--- src/rtl/seq_run_pkg.sv ---
// Shared state encoding and default widths for the run detector.
package seq_run_pkg;

  typedef enum logic [1:0] {
    ST_IDLE = 2'd0,
    ST_RUN0 = 2'd1,
    ST_RUN1 = 2'd2
  } state_t;

  localparam int unsigned DEF_RL_W  = 4;
  localparam int unsigned DEF_CNT_W = 8;

endpackage

--- src/rtl/seq_run_detector_sat_counter.sv ---
// Saturating up-counter with synchronous clear and a sticky saturation flag.
module sat_counter #(
  parameter int unsigned W = 8
) (
  input  logic         clk,
  input  logic         rst_n,
  input  logic         inc,
  input  logic         clr,
  output logic [W-1:0] cnt,
  output logic         sat
);

  logic [W-1:0] base;
  logic [W-1:0] nxt;
  logic         base_sat;

  // A clear on the same edge as an increment acts first, so the increment lands on zero.
  always_comb begin
    base     = clr ? '0 : cnt;
    base_sat = clr ? 1'b0 : sat;
    nxt      = base + 1'b1;
  end

  always_ff @(posedge clk) begin
    if (!rst_n) begin
      cnt <= '0;
      sat <= 1'b0;
    end else if (inc && (base != '1)) begin
      cnt <= nxt;
      sat <= base_sat || (nxt == '1);
    end else begin
      cnt <= base;
      sat <= base_sat;
    end
  end

endmodule

--- src/rtl/seq_run_detector.sv ---
// Programmable-length run detector (N equal serial bits) with episode counter.
// Optional bit history outputs enabled by defining SEQ_RUN_HIST_EN.
module seq_run_detector
  import seq_run_pkg::*;
#(
  parameter int unsigned RL_W  = DEF_RL_W,
  parameter int unsigned CNT_W = DEF_CNT_W
) (
  input  logic             clk,
  input  logic             rst_n,
  input  logic             bit_vld,
  input  logic             din,
  input  logic             flush,
  input  logic [RL_W-1:0]  run_len,
  input  logic             clr_cnt,
  output logic             det,
  output logic             det_zero,
  output logic             det_one,
  output logic [RL_W-1:0]  run_cnt,
  output logic [CNT_W-1:0] hit_cnt,
`ifdef SEQ_RUN_HIST_EN
  output logic [7:0]       hist,
  output logic [7:0]       hist_at_det,
`endif
  output logic             cnt_sat
);

  state_t          state_q, state_d;
  logic [RL_W-1:0] n_q, n_d;
  logic [RL_W-1:0] cnt_q, cnt_d, cnt_inc;
  logic            dz_q, dz_d;
  logic            d1_q, d1_d;
  logic            hit;
  logic            episode;

  always_ff @(posedge clk) begin
    if (!rst_n) begin
      state_q <= ST_IDLE;
      n_q     <= '0;
      cnt_q   <= '0;
      dz_q    <= 1'b0;
      d1_q    <= 1'b0;
    end else begin
      state_q <= state_d;
      n_q     <= n_d;
      cnt_q   <= cnt_d;
      dz_q    <= dz_d;
      d1_q    <= d1_d;
    end
  end

  always_comb begin
    state_d = state_q;
    cnt_d   = cnt_q;
    n_d     = (state_q == ST_IDLE) ? run_len : n_q;
    cnt_inc = (cnt_q >= n_q) ? n_q : cnt_q + 1'b1;

    if (flush) begin
      state_d = ST_IDLE;
      cnt_d   = '0;
    end else if (bit_vld) begin
      unique case (state_q)
        ST_IDLE: begin
          if (n_q != '0) begin
            state_d = din ? ST_RUN1 : ST_RUN0;
            cnt_d   = RL_W'(1);
          end
        end
        ST_RUN0: begin
          if (din) begin
            state_d = ST_RUN1;
            cnt_d   = RL_W'(1);
          end else begin
            cnt_d = cnt_inc;
          end
        end
        ST_RUN1: begin
          if (!din) begin
            state_d = ST_RUN0;
            cnt_d   = RL_W'(1);
          end else begin
            cnt_d = cnt_inc;
          end
        end
        default: begin
          state_d = ST_IDLE;
          cnt_d   = '0;
        end
      endcase
    end

    // Detect flags are decoded from next-state values and registered, so they
    // equal the Moore decode of the registered state while letting the episode
    // counter see a rise or polarity flip on the same edge.
    hit     = (state_d != ST_IDLE) && (cnt_d == n_d);
    dz_d    = hit && (state_d == ST_RUN0);
    d1_d    = hit && (state_d == ST_RUN1);
    episode = (dz_d && !dz_q) || (d1_d && !d1_q);
  end

  assign det      = dz_q | d1_q;
  assign det_zero = dz_q;
  assign det_one  = d1_q;
  assign run_cnt  = cnt_q;

  sat_counter #(
    .W(CNT_W)
  ) u_hits (
    .clk  (clk),
    .rst_n(rst_n),
    .inc  (episode),
    .clr  (clr_cnt),
    .cnt  (hit_cnt),
    .sat  (cnt_sat)
  );

`ifdef SEQ_RUN_HIST_EN
  logic [7:0] hist_q, hat_q;

  always_ff @(posedge clk) begin
    if (!rst_n) begin
      hist_q <= '0;
      hat_q  <= '0;
    end else begin
      if (bit_vld) hist_q <= {hist_q[6:0], din};
      if (episode) hat_q <= {hist_q[6:0], din};
    end
  end

  assign hist        = hist_q;
  assign hist_at_det = hat_q;
`endif

endmodule

--- config.mk ---
export PLATFORM = sky130hd
export DESIGN_NAME = seq_run_detector
export DESIGN_NICKNAME = d
export VERILOG_FILES = /design/src/rtl/seq_run_pkg.sv /design/src/rtl/seq_run_detector_sat_counter.sv /design/src/rtl/seq_run_detector.sv
export SDC_FILE = /design/constraint.sdc
export NUM_CORES = 1
export LEC_CHECK = 0
export ABC_AREA = 1
export BUFFER_PORTS_ARGS = -buffer_cell sky130_fd_sc_hd__buf_4
export CORE_UTILIZATION = 59
export DETAILED_ROUTE_END_ITERATION = 10
export PLACE_DENSITY = 0.84
export SLEW_MARGIN = 20
export SYNTH_ARGS = -nofsm -noshare
export SYNTH_HDL_FRONTEND = slang
export SYNTH_SLANG_ARGS = --single-unit
export TNS_END_PERCENT = 30
--- constraint.sdc ---
create_clock -name clk -period 6.03 [get_ports clk]
set_clock_uncertainty 0.05 [all_clocks]
set_input_delay 0.603 -clock clk [delete_from_list [all_inputs] [get_ports clk]]
set_output_delay 0.603 -clock clk [all_outputs]
set_load 0.02 [all_outputs]
==> impl_metrics.py <==
metrics = {
    "cts": {
        "numClockSinks": 21,
        "cts_setup_buffers": 0,
        "ctsResizeCount": 0,
        "clk_pin_slew_ns": 0.11,
        "cts_tree": "built",
        "cts-root-buf": "clkbuf_4",
        "h-tree-depth": 1,
        "cts_max_path_buffers": 2,
        "hold_buffers": 0,
        "insertion_delay_ns": 0.30,
        "cts_buffers": 3,
    },
    "power_and_ir_drop": {
        "switching_share": 0.3078,
        "cellPowerDensity_nw_per_um2": 164.9,
        "seqPwrFrac": 0.528,
        "combPwrFrac": 0.233,
        "p_leak_uw": 0.0008324,
        "internal_power_uw": 192.0,
        "max-vdd-ir-drop_mv": 0.1783,
        "clkPwrFrac": 0.239,
        "p_sw_uw": 85.40,
    },
    "global_routing": {
        "grt_util_all_layers": 0.2755,
        "met3_usage": 0.03509,
        "grt_pass1_vias": 1293,
        "use_met2": 0.4048,
        "met1_usage": 0.4194,
        "grt_pass1_wl_um": 5616,
        "antenna_found_initial": 0,
        "grt_max_degree": 18,
        "grt.overflow.total": 0,
        "top_usage_layer": "met1",
    },
    "logic_synthesis": {
        "ys_seq_area_frac": 0.2892,
        "ys_warn_count": 0,
        "syn_nets": 251,
        "netlist-cell-type-count": 28,
        "synthCells": 234,
        "netlist_area_um2": 1454,
        "ys_ff_latch": 21,
        "avgSynthCellArea_um2": 6.213,
    },
    "timing": {
        "drv_slew": 0,
        "period_minus_slack_ns": 2.687,
        "worst_slew_pin_slew_ns": 0.5111,
        "fin_crit_sh": 0.4455,
        "rsz0062_at_grt": "false",
        "relSlewSlack": 0.6572,
        "final.setup.tns_ns": 0,
        "setup_violations": 0,
        "fmax_mhz": 372.2,
        "hold_violations": 0,
    },
    "worst_setup_path": {
        "reg2reg_depth": 18,
        "slowest_delay_ns": 0.45,
        "crit_path_cell_trace": "inv_1 > ha_1 > nand2_1 > inv_1 > nand2_1 > nand3_1 > nand2_1 > nand3_1 > nand3_1 > nand2_1 > nand2_1 > nand3_1 > nor2_2 > nand4_1 > nand2_2 > nand2_1 > nand2_1 > a21oi_1",
        "critPathBufInv": 2,
        "crit_fanout": 14,
        "required_ns": 6.16,
        "crit_cells": 18,
        "slowest_stage": "dfxtp_1",
        "startpoint_type": "flip-flop",
        "cp.arrival_ns": 2.82,
        "end_kind": "flip-flop",
        "crit_family": "simple AND/OR/NAND/NOR gates",
        "crit_path_frequent_cell": "nand2_1",
        "crit_type": "reg2reg",
    },
    "placed_design": {
        "place.gp.congestion": 0.9120,
        "io_buffers": 25,
        "place_area_um2": 1657,
        "hpwl_um": 2653,
    },
    "die": {
        "die_h_um": 51.64,
        "dieArea_um2": 2667,
        "coreArea_um2": 2276,
        "ios": 26,
        "initial_utilization": 0.6388,
        "fp.dieW_um": 51.64,
        "rows": 17,
    },
    "worst_hold_path": {
        "hold_class": "reg2reg",
        "min_path_cells": 2,
    },
    "job": {
        "cap_violations": 0,
    },
    "drt": {
        "post_drt_wl_per_cell_um": 11.42,
        "drt_wl_total_um": 3288,
        "first_pass_iters": 4,
        "drt_iter0_drc": 53,
        "viasPerCell": 5.375,
        "via_count": 1548,
        "drc_errors": 0,
        "drtAntennaViolNets": 0,
    },
    "finish": {
        "final_area_um2": 1683,
        "diodes": 0,
        "finish.net_count": 278,
        "drive_gt1_frac": 0.1538,
        "area_delta_synth_final_pct": 15.75,
    },
    "status": {
        "status": "complete, no violations",
    },
}
==> flip-flops by register name (all words and copies together), names as in the netlist <==
register    count
det_zero        1
u_hits.sat      1
state_q         2
run_cnt         4
det_one         1
n_q             4
u_hits.cnt      8
==> worst register-to-register path, delay by kind of cell, from the launching register on <==
family	cells	cell delay (ns)
compound gates	1	0.07
flops	1	0.45
fa+ha+maj	1	0.32
simple gates	14	1.53
buf+inv	2	0.16
==> layout by cell type, fill, tap and decap left out, types with 3 or more instances in the layout <==
master	n
xor2_1	6
inv_2	4
a21oi_1	10
dfxtp_1	21
nand3_1	25
clkbuf_4	3
nand2_1	66
buf_4	25
o21ai_0	5
nand4_1	9
ha_1	7
nor2_1	28
inv_1	29
==> path summary, 6_finish.rpt <==
| check | end | from | slack [ns] |
|---|---|---|---|
| max | u_hits.cnt[0]$_SDFF_PN0_ | run_cnt[0]$_SDFF_PN0_ | 3.34 |
| min | u_hits.sat$_SDFF_PN0_ | u_hits.sat$_SDFF_PN0_ | 0.43 |
| max reg2reg | u_hits.cnt[0]$_SDFF_PN0_ | run_cnt[0]$_SDFF_PN0_ | 3.34 |
| min reg2reg | u_hits.sat$_SDFF_PN0_ | u_hits.sat$_SDFF_PN0_ | 0.43 |
==> per-layer routing <==
metal | wire length, um | share of wire
met4 | 25 | 0.0076
met3 | 251 | 0.076
met2 | 1333 | 0.41
met5 | 0 | 0
met1 | 1677 | 0.51
==> final cells by class <==
| class | count | area [um2] |
|---|---|---|
| Multi-Input combinational cell | 175 | 882.1 |
| Sequential cell | 21 | 420.4 |
| Timing Repair Buffer | 25 | 187.7 |
| Inverter | 35 | 131.4 |
| Tap cell | 28 | 35.03 |
| Clock buffer | 4 | 26.28 |
| Fill cell | 199 | 593.1 |
==> synth_stat cells (all sizes together) <==
cell    instances  area (um2)
a21oi          12       67.57
buf             2       16.26
and2            1       6.260
xor2            6       52.55
dfxtp          21       420.4
clkinv          2       7.510
o21ai           7       38.78
clkbuf          1       3.750
nand4           9       56.30
nor3            2       10.01
o22ai           1       6.260
inv            33       123.9
ha              7       87.58
a21boi          2       15.01
nand3b          2       15.01
nand2          67       254.0
nor2           31       128.9
nand3          25       125.1
or2             3       18.77
==> kinds of logic after synthesis <==
kind of cell | after synthesis | synth area share
simple gates | 140 | 0.4225
buf+inv | 38 | 0.1041
compound gates | 22 | 0.08778
flops | 21 | 0.2892
fa+ha+maj | 7 | 0.06024
xor+xnor | 6 | 0.03614
==> power groups by stage <==
stage | clock network [uW] | logic [uW] | registers, uW
final | 66.4 | 64.7 | 146
after global routing | 74.8 | 73.1 | 147
after CTS | 69.8 | 64.1 | 146
after detailed placement | 0 | 63.9 | 149
after global placement | 0 | 63.5 | 149
after floorplan | 0 | 45.1 | 150
==> through the flow <==
stage	total power (uW)	setup slack, ns	hold slack [ns]	cells	util
2_1_floorplan	194.8	3.661	0.4919	234	-
3_3_place_gp	212.9	3.413	0.4045	284	0.7279
3_5_place_dp	213.3	3.411	0.4122	284	0.7279
4_1_cts	280.2	3.393	0.4300	288	0.7394
5_1_grt	294.9	3.073	0.4564	288	0.7394
6_report	277.4	3.343	0.4265	288	0.7394
Note: power is estimated with default switching activity, not from simulation.
